==> config.mk <==
export PLATFORM = sky130hd
export DESIGN_NAME = spi_frame_rx
export DESIGN_NICKNAME = d
export VERILOG_FILES = /design/src/rtl/spi_frame_pkg.sv /design/src/rtl/spi_rx_outbuf.sv /design/src/rtl/spi_frame_rx.sv
export SDC_FILE = /design/constraint.sdc
export NUM_CORES = 1
export LEC_CHECK = 0
export BUFFER_PORTS_ARGS = -buffer_cell sky130_fd_sc_hd__buf_2
export CAP_MARGIN = 20
export CORE_MARGIN = 2
export CORE_UTILIZATION = 32
export CTS_BUF_LIST = sky130_fd_sc_hd__clkbuf_2
export DETAILED_ROUTE_END_ITERATION = 7
export GPL_TIMING_DRIVEN = 0
export PLACE_DENSITY = 0.52
export SYNTH_ARGS = -nofsm -noshare
export SYNTH_HDL_FRONTEND = slang
export SYNTH_SLANG_ARGS = --single-unit
export TNS_END_PERCENT = 1
==> constraint.sdc <==
create_clock -name clk -period 3.76 [get_ports clk]
set_input_delay 0.188 -clock clk [delete_from_list [all_inputs] [get_ports clk]]
set_output_delay 0.188 -clock clk [all_outputs]
set_load 0.05 [all_outputs]
==> src/rtl/spi_frame_pkg.sv <==
`default_nettype none
// ============================================================================
//  Module   : spi_frame_pkg
//  Purpose  : Shared header codes, payload lengths and transaction types for
//             the SPI frame receiver.
//  Revision : 1.0  initial release
// ============================================================================
package spi_frame_pkg;

    localparam logic [7:0] c_hdr_start = 8'h5A;
    localparam logic [7:0] c_hdr_cfg   = 8'hC3;
    localparam logic [7:0] c_hdr_read  = 8'h3C;

    localparam int c_cfg_len  = 8;
    localparam int c_read_len = 10;
    localparam int c_pay_w    = 10;

    typedef enum logic [1:0] {
        TXN_START = 2'd0,
        TXN_CFG   = 2'd1,
        TXN_READ  = 2'd2
    } txn_type_t;

endpackage
`default_nettype wire

==> src/rtl/spi_rx_outbuf.sv <==
`default_nettype none
// ============================================================================
//  Module   : spi_rx_outbuf
//  Purpose  : One-entry valid/ready holding register for decoded transactions,
//             flags a completion that finds the entry still unaccepted.
//  Revision : 1.0  initial release
// ============================================================================
module spi_rx_outbuf
    import spi_frame_pkg::*;
#(
    parameter int PAY_W = c_pay_w
) (
    input  logic             clk,
    input  logic             rst,
    input  logic             i_load,
    input  logic [1:0]       i_type,
    input  logic [7:0]       i_head,
    input  logic [PAY_W-1:0] i_payload,
    input  logic             i_txn_ready,
    output logic             o_txn_valid,
    output logic [1:0]       o_txn_type,
    output logic [7:0]       o_txn_head,
    output logic [PAY_W-1:0] o_txn_payload,
    output logic             o_err_overflow
);

    logic             r_valid;
    logic [1:0]       r_type;
    logic [7:0]       r_head;
    logic [PAY_W-1:0] r_payload;
    logic             r_overflow;
    logic             w_blocked;

    // An unaccepted entry that is not being taken this edge cannot be replaced.
    assign w_blocked = r_valid && !i_txn_ready;

    always_ff @(posedge clk or posedge rst) begin
        if (rst) begin
            r_valid    <= 1'b0;
            r_type     <= 2'd0;
            r_head     <= 8'd0;
            r_payload  <= '0;
            r_overflow <= 1'b0;
        end else begin
            r_overflow <= i_load && w_blocked;
            if (i_load && !w_blocked) begin
                r_valid   <= 1'b1;
                r_type    <= i_type;
                r_head    <= i_head;
                r_payload <= i_payload;
            end else if (i_txn_ready) begin
                r_valid <= 1'b0;
            end
        end
    end

    assign o_txn_valid    = r_valid;
    assign o_txn_type     = r_type;
    assign o_txn_head     = r_head;
    assign o_txn_payload  = r_payload;
    assign o_err_overflow = r_overflow;

endmodule
`default_nettype wire

==> src/rtl/spi_frame_rx.sv <==
`default_nettype none
// ============================================================================
//  Module   : spi_frame_rx
//  Purpose  : Serial frame receiver: header/payload decode into START, CFG and
//             READ transactions with illegal, length, overflow, suspend errors.
//  Revision : 1.0  initial release
// ============================================================================
module spi_frame_rx
    import spi_frame_pkg::*;
#(
    parameter logic [7:0] HDR_START = c_hdr_start,
    parameter logic [7:0] HDR_CFG   = c_hdr_cfg,
    parameter logic [7:0] HDR_READ  = c_hdr_read,
    parameter int         CFG_LEN   = c_cfg_len,
    parameter int         READ_LEN  = c_read_len,
    parameter int         SUS_MAX   = 4
) (
    input  logic         clk,
    input  logic         rst,
    input  logic         frame,
    input  logic         serial,
    input  logic         suspend,
    output logic         txn_valid,
    input  logic         txn_ready,
    output logic [1:0]   txn_type,
    output logic [7:0]   txn_head,
    output logic [9:0]   txn_payload,
    output logic         err_illegal,
    output logic         err_length,
    output logic         err_overflow,
    output logic         err_suspend
);

    localparam logic [3:0] c_cfg_last  = 4'(CFG_LEN - 1);
    localparam logic [3:0] c_read_last = 4'(READ_LEN - 1);
    localparam int         c_sus_w     = $clog2(SUS_MAX + 1);
    localparam logic [c_sus_w-1:0] c_sus_lim = c_sus_w'(SUS_MAX);

    typedef enum logic [2:0] {
        S_IDLE    = 3'd0,
        S_HEADER  = 3'd1,
        S_PAYLOAD = 3'd2,
        S_END     = 3'd3,
        S_DRAIN   = 3'd4
    } state_t;

    state_t              r_state;
    state_t              w_state_nxt;
    logic                r_last_frame;
    logic                r_seen_low;
    logic [2:0]          r_hidx;
    logic [3:0]          r_pidx;
    logic [3:0]          r_plast;
    logic [7:0]          r_head;
    logic [c_pay_w-1:0]  r_payload;
    txn_type_t           r_type;
    logic [c_sus_w-1:0]  r_sus_cnt;
    logic                r_err_illegal;
    logic                r_err_length;
    logic                r_err_suspend;

    logic                w_qual;
    logic [7:0]          w_head_full;
    logic                w_begin;
    logic                w_hdr_bit;
    logic                w_hdr_done;
    logic                w_pay_bit;
    logic                w_complete;
    logic                w_ill;
    logic                w_len;
    txn_type_t           w_type_nxt;
    logic [3:0]          w_plast_nxt;

    assign w_qual      = !suspend;
    // Header decision sees the final bit before it is registered.
    assign w_head_full = {serial, r_head[6:0]};

    always_ff @(posedge clk or posedge rst) begin
        if (rst) begin
            r_state <= S_IDLE;
        end else begin
            r_state <= w_state_nxt;
        end
    end

    always_comb begin
        w_state_nxt = r_state;
        w_begin     = 1'b0;
        w_hdr_bit   = 1'b0;
        w_hdr_done  = 1'b0;
        w_pay_bit   = 1'b0;
        w_complete  = 1'b0;
        w_ill       = 1'b0;
        w_len       = 1'b0;
        w_type_nxt  = TXN_START;
        w_plast_nxt = 4'd0;
        if (w_qual) begin
            case (r_state)
                S_IDLE: begin
                    if (frame && !r_last_frame && r_seen_low) begin
                        w_state_nxt = S_HEADER;
                        w_begin     = 1'b1;
                    end
                end
                S_HEADER: begin
                    if (!frame) begin
                        w_len       = 1'b1;
                        w_state_nxt = S_IDLE;
                    end else begin
                        w_hdr_bit = 1'b1;
                        if (r_hidx == 3'd7) begin
                            if (w_head_full == HDR_START) begin
                                w_hdr_done  = 1'b1;
                                w_type_nxt  = TXN_START;
                                w_state_nxt = S_END;
                            end else if (w_head_full == HDR_CFG) begin
                                w_hdr_done  = 1'b1;
                                w_type_nxt  = TXN_CFG;
                                w_plast_nxt = c_cfg_last;
                                w_state_nxt = S_PAYLOAD;
                            end else if (w_head_full == HDR_READ) begin
                                w_hdr_done  = 1'b1;
                                w_type_nxt  = TXN_READ;
                                w_plast_nxt = c_read_last;
                                w_state_nxt = S_PAYLOAD;
                            end else begin
                                w_ill       = 1'b1;
                                w_state_nxt = S_DRAIN;
                            end
                        end
                    end
                end
                S_PAYLOAD: begin
                    if (!frame) begin
                        w_len       = 1'b1;
                        w_state_nxt = S_IDLE;
                    end else begin
                        w_pay_bit = 1'b1;
                        if (r_pidx == r_plast) begin
                            w_state_nxt = S_END;
                        end
                    end
                end
                S_END: begin
                    if (!frame) begin
                        w_complete  = 1'b1;
                        w_state_nxt = S_IDLE;
                    end else begin
                        w_len       = 1'b1;
                        w_state_nxt = S_DRAIN;
                    end
                end
                S_DRAIN: begin
                    if (!frame) begin
                        w_state_nxt = S_IDLE;
                    end
                end
                default: w_state_nxt = S_IDLE;
            endcase
        end
    end

    always_ff @(posedge clk or posedge rst) begin
        if (rst) begin
            r_last_frame  <= 1'b0;
            r_seen_low    <= 1'b0;
            r_hidx        <= 3'd0;
            r_pidx        <= 4'd0;
            r_plast       <= 4'd0;
            r_head        <= 8'd0;
            r_payload     <= '0;
            r_type        <= TXN_START;
            r_sus_cnt     <= '0;
            r_err_illegal <= 1'b0;
            r_err_length  <= 1'b0;
            r_err_suspend <= 1'b0;
        end else begin
            r_err_illegal <= w_ill;
            r_err_length  <= w_len;
            r_err_suspend <= suspend && (r_sus_cnt == c_sus_lim - c_sus_w'(1));
            if (suspend) begin
                if (r_sus_cnt != c_sus_lim) begin
                    r_sus_cnt <= r_sus_cnt + c_sus_w'(1);
                end
            end else begin
                r_sus_cnt <= '0;
            end
            if (w_qual) begin
                r_last_frame <= frame;
                // A start is only trusted once frame has been seen low since reset.
                if (!frame) begin
                    r_seen_low <= 1'b1;
                end
                if (w_begin) begin
                    r_hidx    <= 3'd0;
                    r_pidx    <= 4'd0;
                    r_payload <= '0;
                end
                if (w_hdr_bit) begin
                    r_head[r_hidx] <= serial;
                    r_hidx         <= r_hidx + 3'd1;
                end
                if (w_hdr_done) begin
                    r_type  <= w_type_nxt;
                    r_plast <= w_plast_nxt;
                end
                if (w_pay_bit) begin
                    r_payload[r_pidx] <= serial;
                    r_pidx            <= r_pidx + 4'd1;
                end
            end
        end
    end

    spi_rx_outbuf #(
        .PAY_W (c_pay_w)
    ) u_outbuf (
        .clk            (clk),
        .rst            (rst),
        .i_load         (w_complete),
        .i_type         (r_type),
        .i_head         (r_head),
        .i_payload      (r_payload),
        .i_txn_ready    (txn_ready),
        .o_txn_valid    (txn_valid),
        .o_txn_type     (txn_type),
        .o_txn_head     (txn_head),
        .o_txn_payload  (txn_payload),
        .o_err_overflow (err_overflow)
    );

    assign err_illegal = r_err_illegal;
    assign err_length  = r_err_length;
    assign err_suspend = r_err_suspend;

endmodule
`default_nettype wire

==> results.toml <==
[finish]
syn_to_final_growth_pct = 16.27
seq_area_mm2 = 0.001526
final_nets = 318
fin_util_pct = 38.31
diodes = 0
multiInputGateArea_mm2 = 0.001366
drive_gt1_share_pct = 32.47
fillers = 940
final_cell_area_mm2 = 0.003523

[sta]
fin_skew_ns = 0.01466
maxSlewHeadroom_pct = 64.39
rsz0062_at_grt = "no"
drv_slew = 0
fin_crit_sh_pct = 47.99
fmax_ghz = 0.5542
tns_ns = 0
tightestPinTransition_ns = 0.5334
fin_crit_ns = 1.804
setup_viol = 0
hold_viol_final = 0

[route]
wirelength_um = 6158
viasPerCell = 4.885
routedWlPerCell_um = 14.70
firstDrtPassIters = 4
ant_nets = 0
drcViolationCount = 0
routed-via-count = 2047
drtIter0Drc = 55

[setup_path]
end_kind = "flop"
path_class = "flop to flop"
r2r-start = "r_pidx[2]"
slowest_delay_ns = 0.40
required_ns = 4.16
r2r-end = "r_state[2]"
r2r_setup_slack_ns = 1.96
slowest_stage = "dfrtp_1"
worstRegToRegCells = 5
cp_max_fo = 9
start_kind = "flop"
crit_arrival_ns = 2.20
crit_chain = "buf_6 > or3_4 > a211oi_2 > o221ai_2 > mux2_4"

[power]
pwr_density_cell_mw_per_mm2 = 475.7
p_leak_nw = 1.776
ir_worst_vdd_mv = 0.2148

[synth]
async_flop_share_pct = 100.0
yosysWarnings = 0
synth_edf_count = 0
ys_seq_elements = 61
ys_seq_area_share_pct = 50.37
syn_area_mm2 = 0.003030
syn_avg_cell_area_um2 = 11.75
ys.flop_type = "dfrtp_1"
syn_inst = 258
synth_cell_types = 52
syn_nets = 273

[worst_hold_path]
min-delay-start = "suspend"
hp-class = "primary input to flop"
hold_depth = 4
holdPathEnd = "u_outbuf.o_err_overflow"

[clocking]
clock_path_buffers = 2
cts.sinks = 61
clock_latency_ns = 0.49
clkSlewWorstSetupHoldPaths_ns = 0.16
cts_max_level = 3
ctsResizeCount = 0
tritoncts = "yes"
clockRootBuffer = "clkbuf_2"
cts_buffers = 9

[floorplanning]
die_width_um = 101.3
rows = 35
ios = 31
die_h_um = 101.3
die-area_mm2 = 0.01026
core_mm2 = 0.009196
initial_core_util_pct = 32.95

[place]
place_area_mm2 = 0.003339
gp_congestion = 0.7592
port_buffers = 30
hpwl_um = 4282

[global_route]
antenna_found_initial = 0
overflow = 0
grt_pass1_wl_um = 10720
grt_max_degree = 40
grt_use_total_pct = 13.64
grt_pass1_vias = 2100

[flow_run]
drv_cap = 0

[status]
outcome = "completed"
==> final cells by class <==
type                    count  share of cell area [%]
clock buffers              11                   1.562
multi-input cells         173                   38.78
clock inverters             5                   2.805
plain buffers              16                   3.054
well taps                 111                   3.942
inverters                   8                  0.8523
repair buffers             34                   5.682
flip-flops and latches     61                   43.32
==> power by group <==
group	internal, mW	switching (mW)
clock	0.290	0.242
combinational	0.168	0.198
sequential	0.724	0.0550
==> cell usage after synthesis (all sizes together), types with 2 or more instances <==
| master | count | area share [%] |
|---|---|---|
| nand2b | 2 | 0.41 |
| nand4b | 3 | 0.87 |
| or2b | 2 | 0.58 |
| ha | 9 | 3.7 |
| a22o | 3 | 0.87 |
| and2 | 3 | 0.62 |
| nor4b | 2 | 0.58 |
| a21o | 2 | 0.50 |
| nor3 | 5 | 0.83 |
| nor3b | 3 | 0.74 |
| nand2 | 22 | 2.7 |
| nor2b | 5 | 1.0 |
| o22a | 2 | 0.58 |
| clkbuf | 5 | 1.3 |
| xnor2 | 3 | 0.87 |
| o21ai | 6 | 0.99 |
| mux2 | 30 | 11 |
| and3 | 2 | 0.41 |
| nand4bb | 3 | 1.1 |
| and2b | 2 | 0.54 |
| a21boi | 2 | 0.50 |
| mux2i | 13 | 4.3 |
| a211oi | 3 | 0.91 |
| buf | 11 | 2.3 |
| o41ai | 2 | 0.83 |
| nand4 | 3 | 0.62 |
| inv | 7 | 0.87 |
| and4bb | 3 | 1.2 |
| nand3 | 12 | 2.0 |
| dfrtp | 61 | 50 |
| nor4 | 2 | 0.41 |
| nor2 | 12 | 1.5 |
| xor2 | 2 | 0.58 |
==> worst max-delay path: cells and delay by family, from the launching register on <==
kind            cells  cell delay [ns]
simple gates        1             0.38
buf+inv             1             0.14
compound gates      2             0.46
mux                 1             0.33
flops               1             0.40
==> layer usage <==
metal | GRT usage, % | wire [um]
met1 | 18.51 | 3086
met2 | 20.68 | 2815
met3 | 4.969 | 207
met4 | 3.638 | 48
met5 | 0 | 0
==> placed cells by master (no fill, tap or decap), types with 3 or more instances in the layout <==
cell           netlist  final
xnor2_1              3      3
nor3b_1              3      3
nand4_1              3      3
nand2_1             22     22
o21ai_0              6      6
nor2_1              12     12
dfrtp_1             61     61
clkbuf_2             0     11
mux2_2              29     29
and2_1               3      3
nand4bb_1            3      3
clkbuf_1             3      3
buf_2                7     37
bufinv_16            0      3
nor2b_1              5      5
nand4b_1             3      3
and4bb_2             3      3
a22o_1               3      3
inv_1                7      6
nand3_1             12     12
mux2i_1             13     13
dlygate4sd3_1        0      3
nor3_1               5      5
ha_1                 9      9
==> stage by stage <==
stage	setup WS (ns)	hold WS, ns	power (mW)	cells
finish	1.956	0.1014	1.676	419
global route	1.822	0.07983	1.790	419
CTS	1.949	0.05257	1.705	419
detailed placement	1.948	0.2698	1.163	400
global placement	1.137	0.4625	1.150	399
floorplan	2.059	0.2734	1.075	258
==> logic make-up after synthesis <==
family                   after synthesis  synth area share (%)
XOR/XNOR                               5                 1.445
flip-flops                            61                 50.37
multiplexers                          43                 15.57
AND/OR/NAND/NOR                       90                 17.51
AO/OA/AOI/OAI                         26                 6.854
buffers and inverters                 24                 4.542
adder cells (fa/ha/maj)                9                 3.716
==> state kept, by name, indices dropped and copies added, names as in the netlist <==
signal	cells
r_payload	10
u_outbuf.o_txn_payload	10
r_head	8
u_outbuf.o_txn_head	8
r_pidx	4
r_hidx	3
r_plast	3
r_state	3
r_sus_cnt	3
u_outbuf.o_txn_type	2
err_illegal	1
err_length	1
err_suspend	1
r_last_frame	1
r_seen_low	1
u_outbuf.o_err_overflow	1
u_outbuf.o_txn_valid	1
==> worst max path at each step <==
stage / end / cells past startpoint / start
floorplan: err_illegal / 1 / rst
global placement: u_outbuf.o_err_overflow / 2 / rst
finish: r_state[2] / 5 / r_pidx[2]
CTS: r_head[2] / 5 / r_state[2]
global route: r_head[2] / 5 / r_state[2]
detailed placement: r_head[2] / 5 / r_state[2]
==> repair_timing <==
| item | 4_1_cts | 5_1_grt |
|---|---|---|
| setup buffers | 0 | 0 |
| hold buffers | 3 | 0 |
| endpoints found under the hold margin | 25 | 0 |
(Power assumes the default switching activity.)
